$ cat config.mk
export PLATFORM = sky130hd
export DESIGN_NAME = peres_pipe
export DESIGN_NICKNAME = d
export VERILOG_FILES = /design/src/rtl/peres_pkg.sv /design/src/rtl/peres_pipe_stage.sv /design/src/rtl/peres_pipe.sv
export SDC_FILE = /design/constraint.sdc
export NUM_CORES = 1
export LEC_CHECK = 0
export ABC_AREA = 1
export CORE_AREA = 2 2 82 84
export CTS_CLUSTER_SIZE = 30
export DETAILED_ROUTE_END_ITERATION = 12
export DIE_AREA = 0 0 84 86
export PLACE_DENSITY = 0.77
export SLEW_MARGIN = 20
export SYNTH_ARGS = -nofsm -noshare
export SYNTH_HDL_FRONTEND = slang
export SYNTH_SLANG_ARGS = --single-unit
$ cat constraint.sdc
create_clock -name clk -period 1.7 [get_ports clk]
set_input_delay 0.17 -clock clk [delete_from_list [all_inputs] [get_ports clk]]
set_output_delay 0.17 -clock clk [all_outputs]
set_load 0.005 [all_outputs]
$ cat src/rtl/peres_pkg.sv
`default_nettype none
// ============================================================================
// Module      : peres_pkg
// Description : Shared types and default sizes for the pipelined bitwise
//               Peres gate (peres_pipe). Provides the gate-direction enum and
//               the default vector / counter widths used by the top level.
// Config      : the gate direction is only honoured when PERES_INVERSE_EN is
//               defined (see peres_pipe).
// Revision    : 1.0 - initial release
// ============================================================================
package peres_pkg;

    // Gate direction carried alongside every triple through the pipe.
    typedef enum logic {
        PERES_FWD = 1'b0,
        PERES_INV = 1'b1
    } peres_mode_e;

    // Default width of each of the a/b/c (and p/q/r) vectors.
    localparam int PERES_WIDTH_DEFAULT = 8;

    // Default width of the completed-output-transfer counter.
    localparam int PERES_CNT_W_DEFAULT = 16;

endpackage : peres_pkg
`default_nettype wire

$ cat src/rtl/peres_pipe_stage.sv
`default_nettype none
// ============================================================================
// Module      : peres_pipe_stage
// Description : One elastic pipeline slot: a valid bit plus a data word that
//               are both loaded together whenever the stage is allowed to
//               advance. When advance is low the slot holds its contents, which
//               is what keeps downstream outputs stable under backpressure.
// Ports       : clk       - rising-edge clock
//               rst_n     - synchronous active-low reset, clears valid and data
//               advance   - load enable for this slot
//               valid_in  - valid bit offered by the upstream side
//               data_in   - data word offered by the upstream side
//               valid_out - registered valid bit
//               data_out  - registered data word
// Revision    : 1.0 - initial release
// ============================================================================
module peres_pipe_stage #(
    parameter int DATA_W = 8
) (
    input  logic              clk,
    input  logic              rst_n,
    input  logic              advance,
    input  logic              valid_in,
    input  logic [DATA_W-1:0] data_in,
    output logic              valid_out,
    output logic [DATA_W-1:0] data_out
);

    logic              valid_q;
    logic [DATA_W-1:0] data_q;

    // Data is loaded even when valid_in is low: a bubble carries don't-care
    // data, and skipping the data enable keeps the slot a plain register.
    always_ff @(posedge clk) begin
        if (!rst_n) begin
            valid_q <= 1'b0;
            data_q  <= '0;
        end else if (advance) begin
            valid_q <= valid_in;
            data_q  <= data_in;
        end
    end

    assign valid_out = valid_q;
    assign data_out  = data_q;

endmodule : peres_pipe_stage
`default_nettype wire

$ cat src/rtl/peres_pipe.sv
`default_nettype none
// ============================================================================
// Module      : peres_pipe
// Description : Two-stage valid/ready pipeline computing a bitwise Peres gate
//               on WIDTH-bit lanes.
//                 forward : p = a, q = a ^ b, r = (a &  b) ^ c
//                 inverse : p = a, q = a ^ b, r = (a & ~b) ^ c
//               S1 registers a, a^b, c, the mode and the AND partial term;
//               S2 registers the finished p/q/r and mode, which drive the
//               outputs directly. Full throughput with a combinational ready
//               chain; holds two triples when the output is stalled.
// Config      : PERES_INVERSE_EN defined   -> mode selects forward/inverse.
//               PERES_INVERSE_EN undefined -> mode ignored, always forward,
//                                             out_mode constant 0.
// Ports       : clk, rst_n            - clock, synchronous active-low reset
//               in_valid / in_ready   - input handshake
//               a, b, c, mode         - input triple and gate direction
//               out_valid / out_ready - output handshake
//               p, q, r, out_mode     - result triple and its direction
//               xfer_cnt              - wrapping count of output transfers
// Revision    : 1.0 - initial release
// ============================================================================
module peres_pipe
    import peres_pkg::*;
#(
    parameter int WIDTH = PERES_WIDTH_DEFAULT,
    parameter int CNT_W = PERES_CNT_W_DEFAULT
) (
    input  logic             clk,
    input  logic             rst_n,
    input  logic             in_valid,
    output logic             in_ready,
    input  logic [WIDTH-1:0] a,
    input  logic [WIDTH-1:0] b,
    input  logic [WIDTH-1:0] c,
    input  logic             mode,
    output logic             out_valid,
    input  logic             out_ready,
    output logic [WIDTH-1:0] p,
    output logic [WIDTH-1:0] q,
    output logic [WIDTH-1:0] r,
    output logic             out_mode,
    output logic [CNT_W-1:0] xfer_cnt
);

    // ------------------------------------------------------------------
    // Stage payloads
    // ------------------------------------------------------------------
    typedef struct packed {
        peres_mode_e      mode;
        logic [WIDTH-1:0] a;
        logic [WIDTH-1:0] axb;
        logic [WIDTH-1:0] c;
        logic [WIDTH-1:0] partial;
    } s1_t;

    typedef struct packed {
        peres_mode_e      mode;
        logic [WIDTH-1:0] p;
        logic [WIDTH-1:0] q;
        logic [WIDTH-1:0] r;
    } s2_t;

    localparam int S1_W = $bits(s1_t);
    localparam int S2_W = $bits(s2_t);

    // ------------------------------------------------------------------
    // Effective gate direction
    // ------------------------------------------------------------------
    peres_mode_e in_mode;

`ifdef PERES_INVERSE_EN
    assign in_mode = peres_mode_e'(mode);
`else
    // Direction is fixed to forward; the port stays for interface
    // compatibility and is deliberately left without a load.
    logic unused_mode;
    assign unused_mode = mode;
    assign in_mode     = PERES_FWD;
`endif

    // ------------------------------------------------------------------
    // Handshake / advance chain
    // ------------------------------------------------------------------
    logic s1_valid;
    logic s2_valid;
    logic s1_adv;
    logic s2_adv;
    logic in_fire;
    logic out_fire;

    // A stage may load when it is empty or when its contents move on this
    // cycle. The chain is combinational from out_ready back to in_ready,
    // which is what gives full throughput with only two slots.
    assign s2_adv   = !s2_valid || out_ready;
    assign s1_adv   = !s1_valid || s2_adv;
    assign in_ready = rst_n && s1_adv;
    assign in_fire  = in_valid && in_ready;
    assign out_fire = s2_valid && out_ready;

    // ------------------------------------------------------------------
    // S1: split the gate so only one XOR sits after the S1 register
    // ------------------------------------------------------------------
    s1_t             s1_d;
    s1_t             s1_q;
    logic [S1_W-1:0] s1_q_bits;

    always_comb begin
        s1_d.mode    = in_mode;
        s1_d.a       = a;
        s1_d.axb     = a ^ b;
        s1_d.c       = c;
        s1_d.partial = (in_mode == PERES_INV) ? (a & ~b) : (a & b);
    end

    peres_pipe_stage #(
        .DATA_W (S1_W)
    ) u_stage_s1 (
        .clk       (clk),
        .rst_n     (rst_n),
        .advance   (s1_adv),
        .valid_in  (in_fire),
        .data_in   (s1_d),
        .valid_out (s1_valid),
        .data_out  (s1_q_bits)
    );

    assign s1_q = s1_t'(s1_q_bits);

    // ------------------------------------------------------------------
    // S2: finish r and present the result straight from registers
    // ------------------------------------------------------------------
    s2_t             s2_d;
    s2_t             s2_q;
    logic [S2_W-1:0] s2_q_bits;

    always_comb begin
        s2_d.mode = s1_q.mode;
        s2_d.p    = s1_q.a;
        s2_d.q    = s1_q.axb;
        s2_d.r    = s1_q.c ^ s1_q.partial;
    end

    peres_pipe_stage #(
        .DATA_W (S2_W)
    ) u_stage_s2 (
        .clk       (clk),
        .rst_n     (rst_n),
        .advance   (s2_adv),
        .valid_in  (s1_valid),
        .data_in   (s2_d),
        .valid_out (s2_valid),
        .data_out  (s2_q_bits)
    );

    assign s2_q = s2_t'(s2_q_bits);

    assign out_valid = s2_valid;
    assign p         = s2_q.p;
    assign q         = s2_q.q;
    assign r         = s2_q.r;
    assign out_mode  = s2_q.mode;

    // ------------------------------------------------------------------
    // Output transfer counter (wraps naturally at 2^CNT_W)
    // ------------------------------------------------------------------
    logic [CNT_W-1:0] xfer_cnt_q;

    always_ff @(posedge clk) begin
        if (!rst_n) begin
            xfer_cnt_q <= '0;
        end else if (out_fire) begin
            xfer_cnt_q <= xfer_cnt_q + CNT_W'(1);
        end
    end

    assign xfer_cnt = xfer_cnt_q;

endmodule : peres_pipe
`default_nettype wire

Yosys cells after proc, flatten, opt, wreduce, memory -nomap -nowiden
Cells that the tools add are included.
{ "classes": {"mux": 0, "n_shift": 0, "n_reduce_logical": 7, "div_mod_pow": 0, "mul": 0, "bitwise_logic": 3, "n_lt_le_gt_ge": 0, "add_sub_neg": 1, "n_eq_ne": 0} }
{ "op_table": {"columns": ["cell", "n"], "rows": [
  ["adder 16 x 1 -> 16 bit, second input constant", 1],
  ["bitwise XOR 8 bit", 2],
  ["AND 8 bit", 1],
  ["logical AND 1 bit", 3],
  ["logical NOT 1 bit", 2],
  ["logical OR 1 bit", 2]
]} }
{ "word_totals": {"mem_bits_ro": 0, "reg_bits": 74, "word_cells": 16, "memories": 0, "inputBits": 29, "ram_bits": 0, "output_inout_bits": 43, "latch_bits": 0} }

Logic depth before layout (Yosys ltp)
Gate-level depths: netlist (run 1).
{ "logic_depth": {"ltp_word": 5, "mapped_depth": 8, "ltp_nobuf": 8} }

Modules after synthesis
From an unflattened synthesis (run 1), not the netlist that was laid out.
{ "hier_totals": {"hier_cells": 516, "hier_area_um2": 3555.9} }
{ "modules_own_cells": {"columns": ["module", "instances", "seq_area_each_um2", "cells_each", "area_each_um2"], "rows": [
  ["peres_pipe_stage (u_stage_s1)", 1, 680.7, 216, 1403.8],
  ["peres_pipe_stage (u_stage_s2)", 1, 520.5, 165, 1094.8],
  ["peres_pipe", 1, 320.3, 135, 1057.3]
]} }

Worst setup path after synthesis (run 1)
OpenSTA, ideal clock, no wires.
{ "synth_path": {"path_type": "reg-to-reg", "start": "reg xfer_cnt_q[1] (netlist: xfer_cnt[1])", "end": "reg xfer_cnt_q[12] (netlist: xfer_cnt[12])", "setup_time_ns": 0.113, "arrival_time_ns": 1.123, "period_less_slack_ns": 1.236, "stages_incl_launch_ff": 7, "t_required_ns": 1.587, "path_slack_ns": 0.464, "n_path_buf": 0, "cell_sequence": "dfxtp_1 > ha_1 > nand3_1 > nor3_4 > nand3_1 > nor2_1 > nor2_1"} }
{ "synth_via": {"elab_chain_cells": 1} }
{ "synth_rtl": {"columns": ["element", "line", "source"], "rows": [
  ["start: declaration", "peres_pipe.sv:167", "logic [CNT_W-1:0] xfer_cnt_q;"],
  ["start signal: assignment", "peres_pipe.sv:173", "xfer_cnt_q <= xfer_cnt_q + CNT_W'(1);"],
  ["adder 16 x 1 -> 16 bit", "peres_pipe.sv:173", null]
]} }
Every way passes these cells.
A chain may end at the register's enable or synchronous reset.

Final worst setup path (run 1)
{ "layout_path": {"start": "reg xfer_cnt_q[2] (netlist: xfer_cnt[2])", "end": "out xfer_cnt[2]"} }
{ "layout_rtl": {"columns": ["element", "line", "source"], "rows": [
  ["end: declaration", "peres_pipe.sv:43", "output logic [CNT_W-1:0] xfer_cnt"]
]} }
No word-level cell between the ends.

==> results of run 1 <==
-- state kept, by name (all words and copies together), names as in the netlist --
name / count
u_stage_s1.data_out: 32
u_stage_s2.data_out: 24
u_stage_s1.valid_out: 1
u_stage_s2.valid_out: 1
xfer_cnt: 16
-- where the power goes --
part	switching (mW)	leakage, nW	internal, mW
Sequential	0.0522	0.609	1.82
Combinational	0.170	0.930	0.210
Clock	0.658	0.116	0.974
Total	0.880	1.66	3.01
-- logic make-up (layout without fill, tap and decap cells) --
| kind of cell | Yosys count | after routing | synth area share (%) |
|---|---|---|---|
| DFF | 74 | 74 | 49.5 |
| adders and majority gates | 9 | 9 | 3.76 |
| AOI/OAI and AO/OA | 84 | 84 | 14.1 |
| buffers and inverters | 46 | 117 | 6.40 |
| and+or+nand+nor | 167 | 167 | 23.7 |
| other | 1 | 1 | 0.125 |
| xor gates and xnor gates | 8 | 8 | 2.34 |
-- cells in the mapped netlist (2+ instances only) --
library cell | instances | area, um^2
a21oi_1 | 50 | 250
dfxtp_1 | 74 | 1480
nor3_1 | 2 | 10.0
xnor2_1 | 8 | 70.1
clkbuf_1 | 13 | 48.8
nand2_1 | 62 | 233
o21ai_0 | 33 | 165
ha_1 | 9 | 113
inv_1 | 21 | 78.8
buf_2 | 6 | 30.0
buf_4 | 3 | 22.5
nor2_1 | 57 | 214
nand3_1 | 40 | 200
-- metrics by stage --
step / std cells / total power [mW] / utilization [%] / hold WS [ns] / worst slack [ns]
final: 537 / 3.89 / 64.0 / 0.377 / 0.237
after global placement: 522 / 2.29 / 60.1 / 0.462 / 0.0340
after detailed placement: 522 / 2.30 / 60.1 / 0.471 / 0.0494
after CTS: 537 / 3.92 / 63.9 / 0.369 / 0.00393
after floorplan: 389 / 2.08 / - / 0.304 / 0.464
after global routing: 537 / 4.04 / 64.0 / 0.366 / 0.133
-- metal layers --
layer  vias up  part of all wire (%)  wire [um]
li1       1410                     -          -
met3         9                   5.6        376
met2        86                    48       3210
met1      1268                    45       3040
met4         0                   1.6        110
met5         -                     0          0
-- final timing paths --
path | slack [ns] | end | startpoint | cells after the start
setup / recovery | 0.24 | xfer_cnt[2] | xfer_cnt[2] | 1
hold / removal | 0.38 | u_stage_s1.data_out[10] | c[2] | 3
setup reg to reg | 0.33 | xfer_cnt[14] | xfer_cnt[1] | 7
hold reg to reg | 0.48 | u_stage_s1.data_out[16] | u_stage_s1.data_out[16] | 2
-- layout make-up --
class	count	area share (%)
Clock buffer	9	3.08
Clock inverter	6	2.87
Inverter	23	2.15
Multi-Input combinational cell	269	32.9
Sequential cell	74	36.9
Tap cell	77	2.40
Timing Repair Buffer	79	19.7
-- repair_timing --
item | in CTS | in global routing
endpoints found under the setup margin | 0 | 1
resized for setup | 0 | 3
endpoints found under the hold margin | 0 | 0
==> run summary, run 1 <==
CP Data Required Time: 1.53 ns
most frequent cells in the layout: dfxtp_1 (73), clkdlybuf4s50_1 (68), nand2_1 (62)
register area: 0.00148 mm^2
Final Hold Vio Count: 0
Num CTS Buffers: 9
DP HPWL: 4770 um
peak supply drop: 0.625 mV
# rows: 29
Pre-antenna DRT Iters: 4
Final Critical Period: 1.46 ns
WP data arrival: 1.29 ns
setup violators final: 0
port bufs: 69
crit-path leading delay family: buffers and inverters
cells after synthesis: 389
Yosys reg bits: 74
Synth Flop Type: dfxtp_1
routed wire length: 6740 um
core area: 0.00628 mm^2
Synth Warn #: 0
design area: 0.00402 mm^2
Achievable Freq: 0.684 GHz
Vias: 2773
Avg Cell Area, Syn: 7.69 um^2
clock skew: 0.00974 ns
Seq/Total Area, Yosys: 49.5%
Skew-Pair Late Insertion Delay: 0.35 ns
setup repair bufs after CTS: 0
Slowest-stage cell, CP: clkdlybuf4s50_1
critical path class: reg2out
Fill cells: 529
Max clock buf depth: 2
Post-synth EDFFs: 0
global-route met1 utilization: 24.1%
largest net degree at the start of global routing: 50
die width: 84 um
RSZ-0062 raised after global routing: no
outcome: complete, no violations
initial antenna violation count: 0
Post-CTS Hold Buffers: 0
total congestion overflow: 0
CP startpoint kind: register
Multi-input gate area: 0.00132 mm^2
Pwr Density: 968 mW/mm^2
Worst Path Max Fanout: 6
layout cells sized above 1: 6.96%
max_cap viols: 0
Crit. End Element: output port
Iteration-0 DRC Markers: 91
Remaining DRCs: 0
area grow syn2layout: 34.2%
Clock Pin Slew Worst Setup and Hold Paths: 0.08 ns
Max stage delay on crit path: 0.54 ns
syn_nets: 427
Root Buffer: clkbuf_8
final clock period utilization by the worst path: 86.1%
Synth Cell Area: 0.00299 mm^2
worst-path cell chain: clkdlybuf4s50_1
setup_tns: 0 ns
gr usage total: 19.7%
WL per Instance: 12.6 um
GRT met2 Usage: 32.4%
post-route ant nets: 0
first-pass GRT wire length: 11300 um
clock sinks: 74
number of global-route vias before repair: 2526
DIE HEIGHT: 86 um
post-synth cell types: 24
H-tree level count: 3
Placed Area: 0.00377 mm^2
most common cell after layout, fill and taps aside: dfxtp_1
routability cong.: 0.830
Pleak: 1.66 nW
# nets final: 494
n_diodes: 0
ys async rst share: 0%
initial core utilization: 47.7%
min-delay worst type: in2reg
DIE AREA: 0.00722 mm^2
IO Pins: 72
global routing met3 resource utilization: 6.83%
Most Crowded Layer GR: met2
Slew Viols, Final: 0
vias per cell: 5.16
CTS tree: yes
CP Buf/Inv Count: 1
No activity file was read; power rests on OpenSTA's default activity.
==> run 2, diff against run 1 <==
- REMOVE_ABC_BUFFERS: unset -> 1
==> run 2 against run 1 <==
- global-route usage is 0.66 points lower
- maximum frequency hardly changed
- wire length is 1.3% lower
- critical path type unchanged
- sequential share of layout area is 0.44 points higher
- worst setup slack hardly changed
- via count is 1.8% lower
- die area stayed put
- total power is 7.1% lower
- clock power is 17% lower
- first-iteration DRC count is 23% higher
- final cell count is 0.19% higher
- cell area is 1.2% lower
==> run summary, run 2 (synthesized netlist as in run 1, its figures left out) <==
initial antenna violation count: 0 (unchanged)
Clock Pin Slew Worst Setup and Hold Paths: 0.07 ns (about the same)
port bufs: 69 (unchanged)
design area: 0.00397 mm^2 (-1.2%)
setup repair bufs after CTS: 0 (unchanged)
GRT met2 Usage: 32.7% (+0.22 points)
Final Critical Period: 1.46 ns (-0.000141 ns)
worst-path cell chain: inv_1, nor2_4, nand2_1, nand2_1, inv_1, dlygate4sd2_1
DIE AREA: 0.00722 mm^2 (unchanged)
clock sinks: 74 (unchanged)
Skew-Pair Late Insertion Delay: 0.35 ns (about the same)
most frequent cells in the layout: dfxtp_1 (73), clkdlybuf4s50_1 (68), nand2_1 (62)
Num CTS Buffers: 9 (unchanged)
number of global-route vias before repair: 2534 (+0.32%)
# rows: 29 (unchanged)
setup violators final: 0 (unchanged)
Fill cells: 576 (+8.9%)
routability cong.: 0.807 (-2.7%)
Vias: 2723 (-1.8%)
critical path class: reg2out
global routing met3 resource utilization: 6.35% (-0.48 points)
Reg2Reg Depth: 7 (unchanged)
Remaining DRCs: 0 (unchanged)
Final Hold Vio Count: 0 (unchanged)
smallest hold slack: 0.372 ns (-0.00439 ns)
Achievable Freq: 0.684 GHz (about the same)
post-route ant nets: 0 (unchanged)
H-tree level count: 3 (unchanged)
sw frac: 24.0% (+1.3 points)
Pwr Density: 910 mW/mm^2 (-5.9%)
Placed Area: 0.00377 mm^2 (unchanged)
IO Pins: 72 (unchanged)
reg2reg end: u_stage_s2.data_out[3]
CP startpoint kind: register
Clock power frac: 37.7% (-4.3 points)
total congestion overflow: 0 (unchanged)
CP Data Required Time: 1.53 ns (about the same)
combinational power share: 10.4% (+0.6 points)
Sw Pwr: 0.867 mW (-1.5%)
routed wire length: 6660 um (-1.3%)
max reg flops: 32 (unchanged)
final clock period utilization by the worst path: 86.0% (about the same)
crit-path leading delay family: buffers and inverters
Slew Viols, Final: 0 (unchanged)
Max stage delay on crit path: 0.36 ns (-0.18 ns)
Multi-input gate area: 0.00132 mm^2 (unchanged)
gr usage total: 19.0% (-0.66 points)
Most Crowded Layer GR: met2
Iteration-0 DRC Markers: 112 (+23%)
initial core utilization: 47.7% (unchanged)
R2R Path Start: u_stage_s2.valid_out
clock skew: 0.00773 ns (-0.00200 ns)
most common cell after layout, fill and taps aside: dfxtp_1
global-route met1 utilization: 22.0% (-2.1 points)
min-delay worst type: in2reg
# nets final: 494 (unchanged)
R2R Setup Slk: 0.26 ns (-0.07 ns)
area grow syn2layout: 32.7%
layout cells sized above 1: 6.72% (-0.23 points)
outcome: complete, no violations
Int Pwr: 2.75 mW (-8.7%)
n_diodes: 0 (unchanged)
core area: 0.00628 mm^2 (unchanged)
Crit. End Element: output port
largest net degree at the start of global routing: 41 (-18%)
WP data arrival: 1.29 ns (about the same)
Hold Crit Depth: 3 (unchanged)
DP HPWL: 4460 um (-6.4%)
Hold Path Origin: c[4]
DIE HEIGHT: 86 um (unchanged)
hold endpoint: u_stage_s1.data_out[12]
peak supply drop: 0.588 mV (-5.9%)
Sequential Power Share: 51.9% (+3.7 points)
Pre-antenna DRT Iters: 4 (unchanged)
CP Buf/Inv Count: 3 (+2)
Slowest-stage cell, CP: dfxtp_2
WL per Instance: 12.4 um (-1.5%)
RSZ-0062 raised after global routing: no
die width: 84 um (unchanged)
Max clock buf depth: 2 (unchanged)
Final Total Pwr: 3.61 mW (-7.1%)
Pleak: 1.64 nW (-1.2%)
Post-CTS Hold Buffers: 0 (unchanged)
first-pass GRT wire length: 10900 um (-3.7%)
register area: 0.00148 mm^2 (unchanged)
max_cap viols: 0 (unchanged)
CTS tree: yes
Root Buffer: clkbuf_8
Worst Setup SP: u_stage_s2.valid_out
Worst Path Max Fanout: 3 (-3)
vias per cell: 5.06 (-2.0%)
[run 2: layout make-up]
type	instances	share of cell area [%]
multi-input cells	269	33.2
repair buffers	79	19.9
clock inverters	5	1.36
well taps	77	2.43
clock buffers	11	3.56
flip-flops and latches	74	37.3
inverters	23	2.17
[run 2: worst reg2reg max path, cell delays in order (launching register included)]
cell and delay (ns):
dfxtp_2 0.36, inv_1 0.07, nor2_4 0.08, buf_4 0.28, inv_1 0.13, buf_12 0.18
o21ai_0 0.17, a21oi_1 0.06
[run 2: worst max-delay path by stage]
stage / to / slack [ns] / cells after the start
2_1_floorplan: in_ready / -0.30 / 5
3_3_place_gp: u_stage_s2.data_out[6] / -0.0006 / 7
3_5_place_dp: u_stage_s2.data_out[3] / -0.05 / 7
4_1_cts: in_ready / 0.21 / 6
5_1_grt: xfer_cnt[12] / 0.11 / 7
6_report: in_ready / 0.24 / 6
[run 2: power groups by stage]
stage          Sequential, mW  Clock, mW  Combinational, mW
3_5_place_dp             1.91          0              0.379
5_1_grt                  1.89       1.45              0.417
2_1_floorplan            1.92          0              0.144
6_report                 1.87       1.36              0.375
4_1_cts                  1.87       1.39              0.380
3_3_place_gp             1.91          0              0.370
[run 2: repair_timing]
| action | 4_1_cts | 5_1_grt |
|---|---|---|
| resized for setup | 2 | 0 |
| hold endpoints to repair | 0 | 0 |
| endpoints found under the setup margin | 1 | 0 |
[run 2: per-stage QoR]
stage | setup WS [ns] | utilization [%] | std cells | TNS (ns)
final | 0.237 | 63.2 | 538 | 0
after floorplan | -0.301 | - | 366 | -12.48
after global routing | 0.107 | 63.2 | 538 | 0
after detailed placement | -0.0497 | 60.1 | 522 | -0.165
after global placement | -0.000577 | 60.1 | 522 | -0.000577
after CTS | 0.214 | 63.2 | 538 | 0
[run 2: routing by layer]
metal / share of wire, % / vias up
li1: - / 1406
met1: 44 / 1227
met2: 48 / 80
met3: 6.9 / 10
met4: 1.3 / 0
met5: 0 / -
==> run 3, diff against run 2 <==
- clock period: 1.7 -> 1.47 ns (I/O delays scaled with it)
==> run 3 against run 2 <==
- global-route usage is 0.25 points higher
- clock skew down 0.0036 ns
- via count increased by 1.5%
- combinational power grew 18%
- first-iteration DRC count up 33%
- register-to-register slack lost 0.17 ns
- count of clock-buffer cells in the layout is 2 lower
- die area is the same
- critical path depth is 5 lower
- cell area increased by 1.8%
==> run summary, run 3 (synthesized netlist as in run 1, its figures left out) <==
Fill cells: 559 (-3.0%)
worst-path cell chain: clkdlybuf4s50_1
Max stage delay on crit path: 0.53 ns (+0.17 ns)
n_diodes: 0 (unchanged)
clock sinks: 74 (unchanged)
Final Hold Vio Count: 0 (unchanged)
Max clock buf depth: 2 (unchanged)
setup violators final: 0 (unchanged)
total congestion overflow: 0 (unchanged)
max_cap viols: 0 (unchanged)
core area: 0.00628 mm^2 (unchanged)
# rows: 29 (unchanged)
CTS tree: yes
WP data arrival: 1.28 ns (about the same)
Slew Viols, Final: 0 (unchanged)
Skew-Pair Late Insertion Delay: 0.34 ns (about the same)
fin cells: 547 (+1.7%)
Num CTS Buffers: 9 (unchanged)
DP Worst Slack: -0.145 ns (-0.0954 ns)
smallest hold slack: 0.351 ns (-0.0213 ns)
routed wire length: 6820 um (+2.4%)
Worst Path Max Fanout: 4 (+1)
IO Pins: 72 (unchanged)
H-tree level count: 3 (unchanged)
initial antenna violation count: 0 (unchanged)
layout cells sized above 1: 10.2% (+3.5 points)
clock skew: 0.00411 ns (-0.00362 ns)
Achievable Freq: 0.703 GHz
Remaining DRCs: 0 (unchanged)
vias per cell: 5.05 (-0.20%)
Pwr Density: 1030 mW/mm^2 (+13%)
Vias: 2763 (+1.5%)
first-pass GRT wire length: 11200 um (+2.5%)
WL per Instance: 12.5 um (+0.69%)
Placed Area: 0.00381 mm^2 (+1.1%)
DIE HEIGHT: 86 um (unchanged)
largest net degree at the start of global routing: 34 (-17%)
design area: 0.00404 mm^2 (+1.8%)
DP HPWL: 4600 um (+3.1%)
CP Data Required Time: 1.32 ns (-0.21 ns)
Slowest-stage cell, CP: clkdlybuf4s50_1
Iteration-0 DRC Markers: 149 (+33%)
die width: 84 um (unchanged)
setup_tns: 0 ns (unchanged)
gr usage total: 19.3% (+0.25 points)
number of global-route vias before repair: 2546 (+0.47%)
post-route ant nets: 0 (unchanged)
area grow syn2layout: 35.0%
Final Critical Period: 1.42 ns
final clock period utilization by the worst path: 96.8%
crit-path leading delay family: buffers and inverters
Pre-antenna DRT Iters: 5 (+1)
most common cell after layout, fill and taps aside: dfxtp_1
CP startpoint kind: register
max reg flops: 32 (unchanged)
CP Buf/Inv Count: 1 (-2)
DIE AREA: 0.00722 mm^2 (unchanged)
routability cong.: 0.791 (-2.0%)
DP Cell Count: 529 (+1.3%)
initial core utilization: 47.7% (unchanged)
critical path class: reg2out
Crit. End Element: output port
Pleak: 1.67 nW (+2.2%)
peak supply drop: 0.680 mV (+16%)
Clock Pin Slew Worst Setup and Hold Paths: 0.08 ns (about the same)
# nets final: 503 (+1.8%)
min-delay worst type: in2reg
outcome: complete, no violations
port bufs: 69 (unchanged)
most frequent cells in the layout: dfxtp_1 (69), clkdlybuf4s50_1 (68), nand2_1 (62)
Final WS setup: 0.0473 ns (-0.190 ns)
Root Buffer: clkbuf_8
[run 3: through the flow]
step	util (%)	total power [mW]
3_3_place_gp	60.8	2.64
4_1_cts	63.9	4.18
2_1_floorplan	-	2.38
5_1_grt	64.4	4.34
3_5_place_dp	60.8	2.66
6_report	64.4	4.16
[run 3: final cells by class]
| type | instances | area (um^2) | area share, % |
|---|---|---|---|
| clock buffer | 9 | 124 | 3.07 |
| timing repair buffer | 88 | 845 | 20.9 |
| multi-input combinational | 269 | 1330 | 33.0 |
| clock inverter | 7 | 70.1 | 1.73 |
| tap | 77 | 96.3 | 2.38 |
| inverter | 23 | 86.3 | 2.14 |
| sequential | 74 | 1490 | 36.8 |
[run 3: final timing paths]
kind	start	endpoint	slack [ns]	cells after the start
worst max-delay path	xfer_cnt[5]	xfer_cnt[5]	0.05	1
worst min-delay path	c[5]	u_stage_s1.data_out[13]	0.35	3
worst max register to register	xfer_cnt[1]	xfer_cnt[6]	0.09	6
worst min register to register	u_stage_s1.data_out[19]	u_stage_s1.data_out[19]	0.48	2
[run 3: repair_timing]
item                                    CTS  global route
pin swaps                                 0             1
resized for setup                         2             7
endpoints found under the setup margin    1             8
buffers inserted                          0             2
hold buffers                              0             0
cloned                                    0             0
[run 3: worst min-delay path: stages]
cell and delay [ns]:
clkdlybuf4s50_1 0.39, nand2_1 0.06, a21oi_1 0.05
[run 3: layer usage]
metal	wire length, um	vias to the layer above	global-route usage [%]
met2	3230	76	32.6
met1	3110	1255	23.7
met5	0	-	0
li1	-	1421	-
met4	87	0	8.65
met3	382	11	4.14
[run 3: where the power goes]
part,switching (mW),internal [mW]
Sequential,0.0601,2.11
Clock,0.766,0.780
Combinational,0.195,0.249
